$ cat src/rtl/rate_detector.sv
// Tick interval meter: measures cycles between tick pulses, classifies each
// interval into a 2-bit speed code and locks when two consecutive codes agree.
module rate_detector #(
  parameter int BASE_LOG2 = 26,
  parameter int CNT_W     = BASE_LOG2 + 3,
  parameter int TOL       = 2
) (
  input  logic             CLOCK_50,
  input  logic             Clear,
  input  logic             tick,
  output logic [CNT_W-1:0] period,
  output logic             valid,
  output logic [1:0]       rate_code,
  output logic             locked,
  output logic             timeout
);

  typedef enum logic [0:0] {
    IDLE    = 1'b0,
    MEASURE = 1'b1
  } state_t;

  localparam int EXT_W = CNT_W + 1;
  localparam logic [CNT_W-1:0] CNT_ZERO = {CNT_W{1'b0}};
  localparam logic [CNT_W-1:0] CNT_ONE  = {{(CNT_W-1){1'b0}}, 1'b1};
  localparam logic [CNT_W-1:0] CNT_MAX  = {CNT_W{1'b1}};
  localparam logic [EXT_W-1:0] EXT_ONE  = {{(EXT_W-1){1'b0}}, 1'b1};
  localparam logic [EXT_W-1:0] TOL_X    = EXT_W'(TOL);

  // True when val lies within TOL of 2^shift; unsigned, one bit wider than the counter.
  function automatic logic near_pow2(input logic [EXT_W-1:0] val, input int shift);
    logic [EXT_W-1:0] tgt;
    logic [EXT_W-1:0] diff;
    tgt = EXT_ONE << shift;
    if (val >= tgt) begin
      diff = val - tgt;
    end else begin
      diff = tgt - val;
    end
    return (diff <= TOL_X);
  endfunction

  state_t           state_r;
  logic [CNT_W-1:0] cnt_r;
  logic [CNT_W-1:0] period_r;
  logic             valid_r;
  logic [1:0]       rate_code_r;
  logic             locked_r;
  logic             timeout_r;
  logic [1:0]       prev_code_r;
  logic             prev_ok_r;

  logic [EXT_W-1:0] cnt_x_s;
  logic [1:0]       code_s;
  logic             code_ok_s;
  logic             match_s;

  assign cnt_x_s = {1'b0, cnt_r};

  // Classify the running count as it would be captured on a closing tick.
  always_comb begin
    code_s    = 2'd0;
    code_ok_s = 1'b0;
    if (cnt_r == CNT_ONE) begin
      code_s    = 2'd0;
      code_ok_s = 1'b1;
    end else if (near_pow2(cnt_x_s, BASE_LOG2)) begin
      code_s    = 2'd1;
      code_ok_s = 1'b1;
    end else if (near_pow2(cnt_x_s, BASE_LOG2 + 1)) begin
      code_s    = 2'd2;
      code_ok_s = 1'b1;
    end else if (near_pow2(cnt_x_s, BASE_LOG2 + 2)) begin
      code_s    = 2'd3;
      code_ok_s = 1'b1;
    end else begin
      code_s    = 2'd0;
      code_ok_s = 1'b0;
    end
  end

  assign match_s = code_ok_s && prev_ok_r && (code_s == prev_code_r);

  // Measurement FSM with registered result outputs.
  always_ff @(posedge CLOCK_50 or negedge Clear) begin
    if (!Clear) begin
      state_r     <= IDLE;
      cnt_r       <= CNT_ZERO;
      period_r    <= CNT_ZERO;
      valid_r     <= 1'b0;
      rate_code_r <= 2'd0;
      locked_r    <= 1'b0;
      timeout_r   <= 1'b0;
      prev_code_r <= 2'd0;
      prev_ok_r   <= 1'b0;
    end else begin
      valid_r <= 1'b0;
      case (state_r)
        IDLE: begin
          if (tick) begin
            cnt_r   <= CNT_ONE;
            state_r <= MEASURE;
          end else begin
            cnt_r <= CNT_ZERO;
          end
        end
        MEASURE: begin
          if (tick) begin
            // Closing tick: capture, classify and restart on the same edge.
            period_r    <= cnt_r;
            valid_r     <= 1'b1;
            timeout_r   <= 1'b0;
            cnt_r       <= CNT_ONE;
            prev_code_r <= code_s;
            prev_ok_r   <= code_ok_s;
            if (match_s) begin
              locked_r    <= 1'b1;
              rate_code_r <= code_s;
            end else begin
              locked_r <= 1'b0;
            end
          end else if (cnt_r == CNT_MAX) begin
            timeout_r <= 1'b1;
            locked_r  <= 1'b0;
            prev_ok_r <= 1'b0;
            cnt_r     <= CNT_ZERO;
            state_r   <= IDLE;
          end else begin
            cnt_r <= cnt_r + CNT_ONE;
          end
        end
        default: begin
          state_r <= IDLE;
          cnt_r   <= CNT_ZERO;
        end
      endcase
    end
  end

  assign period    = period_r;
  assign valid     = valid_r;
  assign rate_code = rate_code_r;
  assign locked    = locked_r;
  assign timeout   = timeout_r;

endmodule

$ cat config.mk
export PLATFORM = sky130hd
export DESIGN_NAME = rate_detector
export DESIGN_NICKNAME = d
export VERILOG_FILES = /design/src/rtl/rate_detector.sv
export SDC_FILE = /design/constraint.sdc
export NUM_CORES = 1
export LEC_CHECK = 0
export BUFFER_PORTS_ARGS = -buffer_cell sky130_fd_sc_hd__buf_2
export CORE_MARGIN = 2
export CORE_UTILIZATION = 60
export CTS_BUF_LIST = sky130_fd_sc_hd__clkbuf_4 sky130_fd_sc_hd__clkbuf_8
export DETAILED_ROUTE_END_ITERATION = 16
export PLACE_DENSITY = 0.86
export SLEW_MARGIN = 15
export SYNTH_ARGS = -nofsm -noshare
export SYNTH_HDL_FRONTEND = slang
export SYNTH_SLANG_ARGS = --single-unit
$ cat constraint.sdc
create_clock -name CLOCK_50 -period 5.5 [get_ports CLOCK_50]
set_input_delay 1.1 -clock CLOCK_50 [delete_from_list [all_inputs] [get_ports CLOCK_50]]
set_output_delay 1.1 -clock CLOCK_50 [all_outputs]
set_load 0.02 [all_outputs]
==> impl_results.md, run 1 <==
* Status: finished, final reports clean
* Clk Latency, worst-skew pair at between 0.3 and 0.4 ns
* Worst Skew at 0.007575 ns
* Syn_area_per_cell at 9.209 um^2
* Hold Vio Cnt, Final at 0
* NumNets Final at between 400 and 500
* Vias in the first global route at approximately 3.2k
* Die Height at 87.57 um
* Post-CTS setup buffers at 0
* Asr flop ratio synth at 1.000
* Resize count post-CTS at 0
* DRT iter0 DRCs at approximately 190
* Hold Buf Count CTS at 0
* Root buffer selected by CTS: clkbuf_8
* Initial core utilization at 0.6168
* Slowest cell delay on critical path at 0.58 ns
* Clk pin slew, worst setup/hold paths at 0.07 ns
* Routed WL at roughly 9400 um
* Arrival time worst endpoint at ~4.4 ns
* DR WL met3 at around 350 um
* Initial antenna violation count at 0
* Critical Path Sink Type: register
* GR Util All Layers at 0.2629
* Largest net degree at the start of global routing at roughly 70
* Setup TNS at 0 ns
* Reg2reg setup slack at between 1 and 1.5 ns
* Final setup violation count at 0
* First-pass GRT wire length at between 15,000 and 20,000 um
* Port Buffers at 36
* Cells after DPL at approximately 560
* PD cells at 240.2 mW/mm^2
* Die Wd at between 80 and 90 um
* DRT met1 WL at 4297 um
* Worst path slowest cell: nor3b_2
* Hold Crit Class: register to register
* Leakage at between 0.002 and 0.0025 uW
* Total iterations of the first detailed-routing run at 5
* Synth Instances at between 400 and 500
* DRC Markers at 0
* Synth warnings at 0
* Met2 routed WL at around 4500 um
* Crit start category: register
* Die footprint at approximately 0.0077 mm^2
* Fin crit share at 0.7478
* EDFF count, synth at 0
* Dpl ws at between 1 and 1.5 ns
* Ys flop type: dfrtp_1
* Max clock buf depth at 2
* Global route overflow at 0
* Top Metal Used: met4
* Fin crit period at 4.113 ns
* DR vias/cell at slightly below 6
* Fin Hold WS at 0.4766 ns
* Clock sinks at 67
* Sequential share of the synthesized area at 0.4001
* Finished Layout Cells at between 500 and 600
* Distinct cells, synth at 65
* Final worst slack at 1.387 ns
* Worst-Margin Slew at ~0.82 ns
* Crit-path cells: inv_1 -> ha_1 -> nor3b_2 -> nand3_1 -> or3_1 -> or4_1 -> a22oi_1 -> a41oi_1 -> o22ai_1 -> nand4_1 -> a2111oi_4 -> mux2i_1
* RSZ-0062 raised after global routing: false
* Max FO, Critical Path at 10
* HPWL after DPL at about 6800 um
* Fmax at 243.1 MHz
* CORE AREA at roughly 0.0068 mm^2
* Share of cells above drive strength 1 at 0.1979
* Kind of critical path: register to register
* H-tree Lvls at 3
* ANT nets after route at 0
* Avg WL per Cell at around 17 um
* Slew Limit Fails at 0
* TritonCTS Buffers at 9
* CTS tree: yes
* Mapped cell area at roughly 0.0042 mm^2
* Routed via count at about 3.4k
* Row cnt at 30
* Post-synth net total at around 470
* Max-Cap Viols at 0
* CP required at ~5.8 ns
* GP Congestion at 0.8743
* Ports at 37
* Antenna cells at 0
* Synthesis-to-finish area growth at 8.689%
* Flops & latches, synth at between 60 and 70
* Worst VDD drop at between 0.00015 and 0.0002 V
* Relative slew slack at 0.4521
[metal layers]
metal | global-route usage | up-vias
li1 | - | 1622
met1 | 0.3465 | 1604
met2 | 0.4208 | 105
met3 | 0.03770 | 23
met4 | 0.1385 | 0
met5 | 0 | -
[metrics by stage]
step | area, um^2 | util | total power (uW)
finish | 4554 | 0.6704 | 1094
global route | 4554 | 0.6704 | 1138
CTS | 4554 | 0.6704 | 1102
detailed placement | 4328 | 0.6370 | 643.0
global placement | 4328 | 0.6370 | 640.1
floorplan | 4190 | - | 610.7
[logic make-up after synthesis]
| group | after synthesis | synth area share |
|---|---|---|
| simple gates | 205 | 0.2634 |
| flops | 67 | 0.4001 |
| compound gates | 60 | 0.1024 |
| buf+inv | 49 | 0.05584 |
| xor+xnor | 38 | 0.07943 |
| mux | 25 | 0.06599 |
| fa+ha+maj | 11 | 0.03285 |
[synth_stat cells (11+ instances only)]
master	count	share of area
ha_1	11	0.033
inv_1	15	0.013
clkbuf_1	17	0.015
nor2_1	56	0.050
xnor2_1	17	0.036
nand3_1	27	0.032
a21oi_1	13	0.016
o21ai_0	16	0.019
nand2_1	43	0.039
mux2_2	21	0.056
xor2_1	21	0.044
nand4_1	11	0.016
dfrtp_1	67	0.40
[state kept, by name, indices dropped and copies added (netlist names)]
signal,flops
timeout,1
locked,1
prev_code_r,2
valid,1
state_r,1
prev_ok_r,1
period,29
cnt_r,29
rate_code,2
[worst max-delay path: cells and delay by family, from the launching register on]
family	cells	cell delay (ns)
AO/OA/AOI/OAI	4	1.13
buffers and inverters	1	0.14
multiplexers	1	0.25
adder cells (fa/ha/maj)	1	0.21
flip-flops	1	0.50
AND/OR/NAND/NOR	5	1.79
[worst paths after layout]
path / start / end / cells past startpoint
max in group asynchronous: Clear / cnt_r[26] / 2
min reg2reg: period[16] / period[16] / 2
min: period[16] / period[16] / 2
max reg2reg: cnt_r[0] / rate_code[1] / 12
max: cnt_r[0] / rate_code[1] / 12
min in group asynchronous: Clear / period[4] / 2
[cells in the final DEF (no fill, tap or decap), types with 11 or more instances in the layout]
cell	n
ha_1	11
xnor2_1	17
xor2_1	21
mux2_2	21
nand2_1	43
nand4_1	11
a21oi_1	13
buf_2	36
dfrtp_1	67
nor2_1	56
nand3_1	27
o21ai_0	16
inv_1	15
[power breakdown]
group          switching, uW  internal, uW  total [uW]
sequential              12.1           501         513
clock                    194           267         461
combinational           75.9          43.3         119
[layout make-up]
| class | instances | area [um^2] |
|---|---|---|
| clock buffer | 10 | 137.6 |
| inverter | 15 | 56.30 |
| tap | 96 | 120.1 |
| multi-input combinational | 339 | 2280 |
| sequential | 67 | 1677 |
| timing repair buffer | 38 | 195.2 |
| clock inverter | 6 | 88.84 |
| fill | 563 | 2240 |
Note: power is estimated with default switching activity, not from simulation.
==> run 2, diff against run 1 <==
Settings changed: ABC_AREA set to 1, CORE_UTILIZATION 60 to 57, PLACE_DENSITY 0.86 to 0.85.
Clock period 5.5 ns to 3.58 ns, I/O delays scaled along.
==> impl_results.md, run 2 <==
* Max-Cap Viols at 0
* EDFF count, synth at 0
* Mapped cell area at around 0.0049 mm^2
* Post-synth net total at around 750
* Max clock buf depth at 2
* Fin crit share at 0.9199
* Fmax at around 300 MHz
* Routed via count at just over 5k
* Share of cells above drive strength 1 at 0.1258
* RSZ-0062 raised after global routing: false
* Hold Crit Class: register to register
* Complex-gate fraction of the synthesized area at 0.08011
* GP Congestion at ~1.0
* Clk Latency, worst-skew pair at ~0.36 ns
* Post-synthesis mux area share at 0
* Total iterations of the first detailed-routing run at 6
* CORE AREA at between 0.008 and 0.009 mm^2
* Hold Buf Count CTS at 0
* Clock sinks at 67
* Global route overflow at 0
* Synth Area in Simple Gates at 0.4466
* Largest family of logic cells by synthesized area: simple AND/OR/NAND/NOR gates
* DRT met1 WL at 6565 um
* Crit-path cells: inv_1 -> ha_1 -> nand2_1 -> nor2_1 -> nand2_1 -> nor2_1 -> nor2_2 -> nand2_1 -> nand2_1 -> inv_1 -> nor2_1 -> nand2_1 -> nor2_1 -> nand2_1 -> nand2_1 -> nor2_1 -> nor2_1 -> nand3_1 -> nand2_1 -> nand2_1
* Die Height at approximately 97 um
* Worst VDD drop at ~0.00022 V
* Distinct cells, synth at 40
* GR Util All Layers at 0.3305
* Footprint of the multi-input gates at 0.002846 mm^2
* Crit start category: register
* Synth Instances at 740
* Fin crit period at 3.293 ns
* Slew Limit Fails at 0
* Worst-Margin Slew at 1.001 ns
* DR WL met3 at 1157 um
* Slowest cell delay on critical path at 0.68 ns
* Vias in the first global route at approximately 4.8k
* Most common cell on crit path: nand2_1
* CTS tree: yes
* Status: finished, final reports clean
* Final Util at 0.6477
* Worst setup path startpoint: cnt_r[28]
* Worst path slowest cell: dfrtp_1
* Resize count post-CTS at 0
* Asr flop ratio synth at 1.000
* Top Metal Used: met4
* Synthesis-to-finish area growth at 9.419%
* Syn_area_per_cell at between 6 and 7 um^2
* Antenna cells at 0
* NumNets Final at about 790
* Synth top area share at 0.3430
* FF-to-FF Start: cnt_r[28]
* ANT nets after route at 0
* Routed WL at around 15,000 um
* H-tree Lvls at 3
* Hold Vio Cnt, Final at 0
* Fin Hold WS at a little under 0.5 ns
* DR vias/cell at roughly 5.8
* Kind of critical path: register to register
* Worst Skew at ~0.016 ns
* XOR/XNOR Fraction of Synth Area at 0.02687
* Clk pin slew, worst setup/hold paths at 0.09 ns
* PD cells at 324.6 mW/mm^2
* Leakage at approximately 0.0028 uW
* Port Buffers at 36
* Initial antenna violation count at 0
* First-pass GRT wire length at 24,850 um
* Final setup violation count at 0
* Avg WL per Cell at approximately 17 um
* Largest net degree at the start of global routing at 68
* Die Wd at 96.61 um
* Initial core utilization at 0.5920
* Ports at 37
* Synth warnings at 0
* DRC Markers at 0
* Commonest non-fill, non-tap cell in the layout: nand2_1
* Root buffer selected by CTS: clkbuf_8
* Met2 routed WL at roughly 7000 um
* Count leader, synth: nand2_1
* TritonCTS Buffers at 9
* Post-synthesis adder-cell area fraction at 0.02815
* Cell taking the most area after synthesis: dfrtp_1
* CP required at between 3 and 4 ns
* Commonest non-fill, non-tap cells in the layout: nand2_1, nor2_1, inv_1, dfrtp_1, nand3_1
* Die footprint at 0.009333 mm^2
* Sequential share of the synthesized area at 0.3430
* Top cells by count, synth: nand2_1, nor2_1, dfrtp_1, inv_1, nand3_1
* Area contributors post-synth: dfrtp_1, nand2_1, nor2_1
* Post-CTS setup buffers at 0
* Sequential Area at 0.001677 mm^2
* HPWL after DPL at approximately 12,000 um
* Ys flop type: dfrtp_1
* Setup TNS at 0 ns
* Row cnt at 33
* Hold wc startpoint: period[5]
* Max FO, Critical Path at 15
* DRT iter0 DRCs at about 470
* Reg2reg setup slack at around 0.29 ns
* Relative slew slack at 0.3303
* Arrival time worst endpoint at around 3.5 ns
* Flops & latches, synth at 67
* Filler cells at 770
* Critical Path Sink Type: register
[run 2: cell count changes in the layout (fill, tap and decap cells not counted), moves of 7 or more]
cell     delta
nand2_1   +186
nor2_1     +60
inv_1      +52
o21ai_0    +31
nand3_1    +28
mux2_2     -21
xnor2_1    -16
nand4_1    +15
nor2_2     +13
nor3_1      +8
and3_1      -7
nor2_4      +7
or4_1       -7
xor2_1      -7
[run 2: metrics by stage]
step / power [uW] / std cells / cell area, um^2 / worst slack (ns)
global placement: 1070 / 868 / 5146 / 0.3939
CTS: 1738 / 884 / 5349 / 0.3729
finish: 1736 / 884 / 5349 / 0.2869
detailed placement: 1078 / 868 / 5146 / 0.3840
global route: 1812 / 884 / 5349 / 0.01488
floorplan: 996.2 / 740 / 4888 / 0.9077
[run 2: worst paths after layout]
check                                to  cells past startpoint
setup reg to reg           rate_code[1]                     20
max in group asynchronous     cnt_r[28]                      2
hold reg to reg               period[5]                      2
setup / recovery           rate_code[1]                     20
min in group asynchronous     period[7]                      2
hold / removal                period[5]                      2
[run 2: cell type report]
type	count	area share
multi-input cells	583	0.5322
clock inverters	6	0.01333
inverters	71	0.04982
well taps	105	0.02456
clock buffers	10	0.02456
flip-flops and latches	67	0.3135
repair buffers	42	0.04211
[run 2: power breakdown]
group          switching, uW  internal [uW]
Combinational            194           78.3
Clock                    330            337
Sequential              20.3            776
[run 2: cell families after synthesis]
| kind of cell | Yosys count |
|---|---|
| and+or+nand+nor | 485 |
| AOI/OAI and AO/OA | 72 |
| buffers and inverters | 90 |
| DFF | 67 |
| adders and majority gates | 11 |
| xor gates and xnor gates | 15 |
[run 2: per-layer routing]
metal | global-route usage | vias up
met4 | 0.09642 | 0
met5 | 0 | -
met2 | 0.5288 | 227
met3 | 0.05564 | 33
li1 | - | 2460
met1 | 0.4630 | 2383
[run 2: critical path: cells and delay by family, from the launching register on]
family	cells	cell delay (ns)
DFF	1	0.68
and+or+nand+nor	17	1.81
buffers and inverters	2	0.40
adders and majority gates	1	0.30
==> run 3, diff against run 2 <==
Settings changed: CORE_UTILIZATION 57 to 60, CTS_BUF_LIST sky130_fd_sc_hd__clkbuf_4 sky130_fd_sc_hd__clkbuf_8 to not set, PLACE_DENSITY 0.85 to 0.86.
Clock period 3.58 ns to 3.4 ns, I/O delays scaled along.
==> impl_results.md, run 3 (same netlist as run 2, synthesis figures left out) <==
* Status: finished, final reports clean
* Setup TNS at 0 ns
* Dpl ws at ~0.40 ns
* GRT met2 Usage at 0.5833
* Worst VDD drop at roughly 0.00022 V
* CTS tree: yes
* Max clock buf depth at 2
* Grt peak-use layer: met2
* Antenna cells at 0
* Commonest non-fill, non-tap cells in the layout: nand2_1, nor2_1, inv_1, dfrtp_1, nand3_1
* Root buffer selected by CTS: clkbuf_8
* Clk pin slew, worst setup/hold paths at 0.08 ns
* Global route overflow at 0
* Crit start category: register
* CP required at 3.65 ns
* Fin crit share at 0.9086
* Routed WL at about 15,000 um
* CORE AREA at a little under 0.008 mm^2
* Fmax at approximately 320 MHz
* Most common cell on crit path: nand2_1
* Worst path bufs/invs at 0
* Met1 Usage GRT at 0.4502
* Row cnt at 32
* NumNets Final at a little under 800
* Leakage at about 0.0028 uW
* DRC Markers at 0
* Die footprint at ~0.0089 mm^2
* TritonCTS Buffers at 9
* Max FO, Critical Path at 8
* RSZ-0062 raised after global routing: false
* Resize count post-CTS at 0
* Relative slew slack at 0.4492
* Vias in the first global route at approximately 5k
* Die Height at approximately 94 um
* Avg WL per Cell at 16.54 um
* GR Util All Layers at 0.3526
* Ports at 37
* H-tree Lvls at 3
* Routed via count at ~5.2k
* Crit-path cells: nor2_2 -> nand2_1 -> nor2_2 -> nand3_1 -> xor2_1 -> nand3_1 -> nand3b_1 -> nand2_1 -> nand2_1 -> nand2_1 -> nor2_1 -> nor2_1 -> nand3_1 -> nand2_1 -> nand2_1
* Total iterations of the first detailed-routing run at 9
* DR vias/cell at ~5.8
* Port Buffers at 36
* Fin crit period at around 3.1 ns
* Finished Layout Cells at just under 900
* Hold Crit Class: register to register
* Synthesis-to-finish area growth at 9.521%
* Dpl cell area at 0.005177 mm^2
* Worst path slowest cell: dfrtp_1
* Met3 Use GR at 0.05297
* Largest net degree at the start of global routing at 68
* Post-CTS setup buffers at 0
* PD cells at approximately 330 mW/mm^2
* Max-Cap Viols at 0
* Slowest cell delay on critical path at approximately 0.50 ns
* Worst Skew at approximately 0.012 ns
* Initial core utilization at 0.6261
* Design Area, Final at about 0.0054 mm^2
* Worst-Margin Slew at around 0.83 ns
* Crit-path leading delay family: simple AND/OR/NAND/NOR gates
* Reg2reg setup slack at roughly 0.31 ns
* DRT iter0 DRCs at approximately 480
* Die Wd at 94.26 um
* Clock sinks at 67
* Arrival time worst endpoint at about 3.3 ns
* Critical Path Sink Type: register
* Clk Latency, worst-skew pair at 0.36 ns
* Slew Limit Fails at 0
* Share of cells above drive strength 1 at 0.1279
* First-pass GRT wire length at 24,310 um
* ANT nets after route at 0
* Initial antenna violation count at 0
* Hold Buf Count CTS at 0
* Hold Vio Cnt, Final at 0
* Kind of critical path: register to register
* Commonest non-fill, non-tap cell in the layout: nand2_1
* Final setup violation count at 0
* HPWL after DPL at ~11,000 um
* Final worst slack at about 0.31 ns
* GP Congestion at around 1.0
* Cells after DPL at 868
[run 3: changes by cell type in the layout (fill, tap and decap cells not counted), sizes merged]
cell / delta
buf: +3
bufinv: -1
clkinv: +1
clkinvlp: +1
inv: -1
[run 3: layout make-up]
class                      count  area, um^2
clock buffer                  10       127.6
clock inverter                 6       48.80
fill                         715        2454
inverter                      71       266.5
multi-input combinational    583        2846
sequential                    67        1677
tap                          102       127.6
timing repair buffer          45       260.3
[run 3: final timing paths]
kind / startpoint / endpoint / cells past startpoint
setup / recovery: cnt_r[20] / rate_code[1] / 15
min in group asynchronous: Clear / cnt_r[5] / 2
setup reg to reg: cnt_r[20] / rate_code[1] / 15
hold / removal: locked / locked / 2
hold reg to reg: locked / locked / 2
max in group asynchronous: Clear / period[27] / 2
[run 3: through the flow]
stage	total power, uW	hold slack (ns)	util
finish	1741	0.4778	0.6857
global placement	1122	0.4579	0.6631
floorplan	1049	0.3844	-
CTS	1747	0.4813	0.6857
detailed placement	1130	0.4609	0.6631
global route	1821	0.5067	0.6857
[run 3: worst reg2reg max path, delay by kind of cell, from the launching register on]
kind / cells / cell delay [ns]
simple gates: 14 / 2.17
xor+xnor: 1 / 0.32
flops: 1 / 0.50
[run 3: where the power goes]
| part | internal, uW | total [uW] | switching (uW) |
|---|---|---|---|
| Combinational | 84.4 | 282 | 198 |
| Sequential | 817 | 837 | 19.9 |
| Clock | 271 | 622 | 351 |
| Total | 1170 | 1740 | 569 |
[run 3: metal layers]
| layer | wire length (um) | part of all wire | up-vias |
|---|---|---|---|
| li1 | - | - | 2462 |
| met1 | 6100 | 0.42 | 2387 |
| met2 | 6846 | 0.47 | 264 |
| met3 | 1164 | 0.080 | 48 |
| met4 | 513 | 0.035 | 0 |
| met5 | 0 | 0 | - |
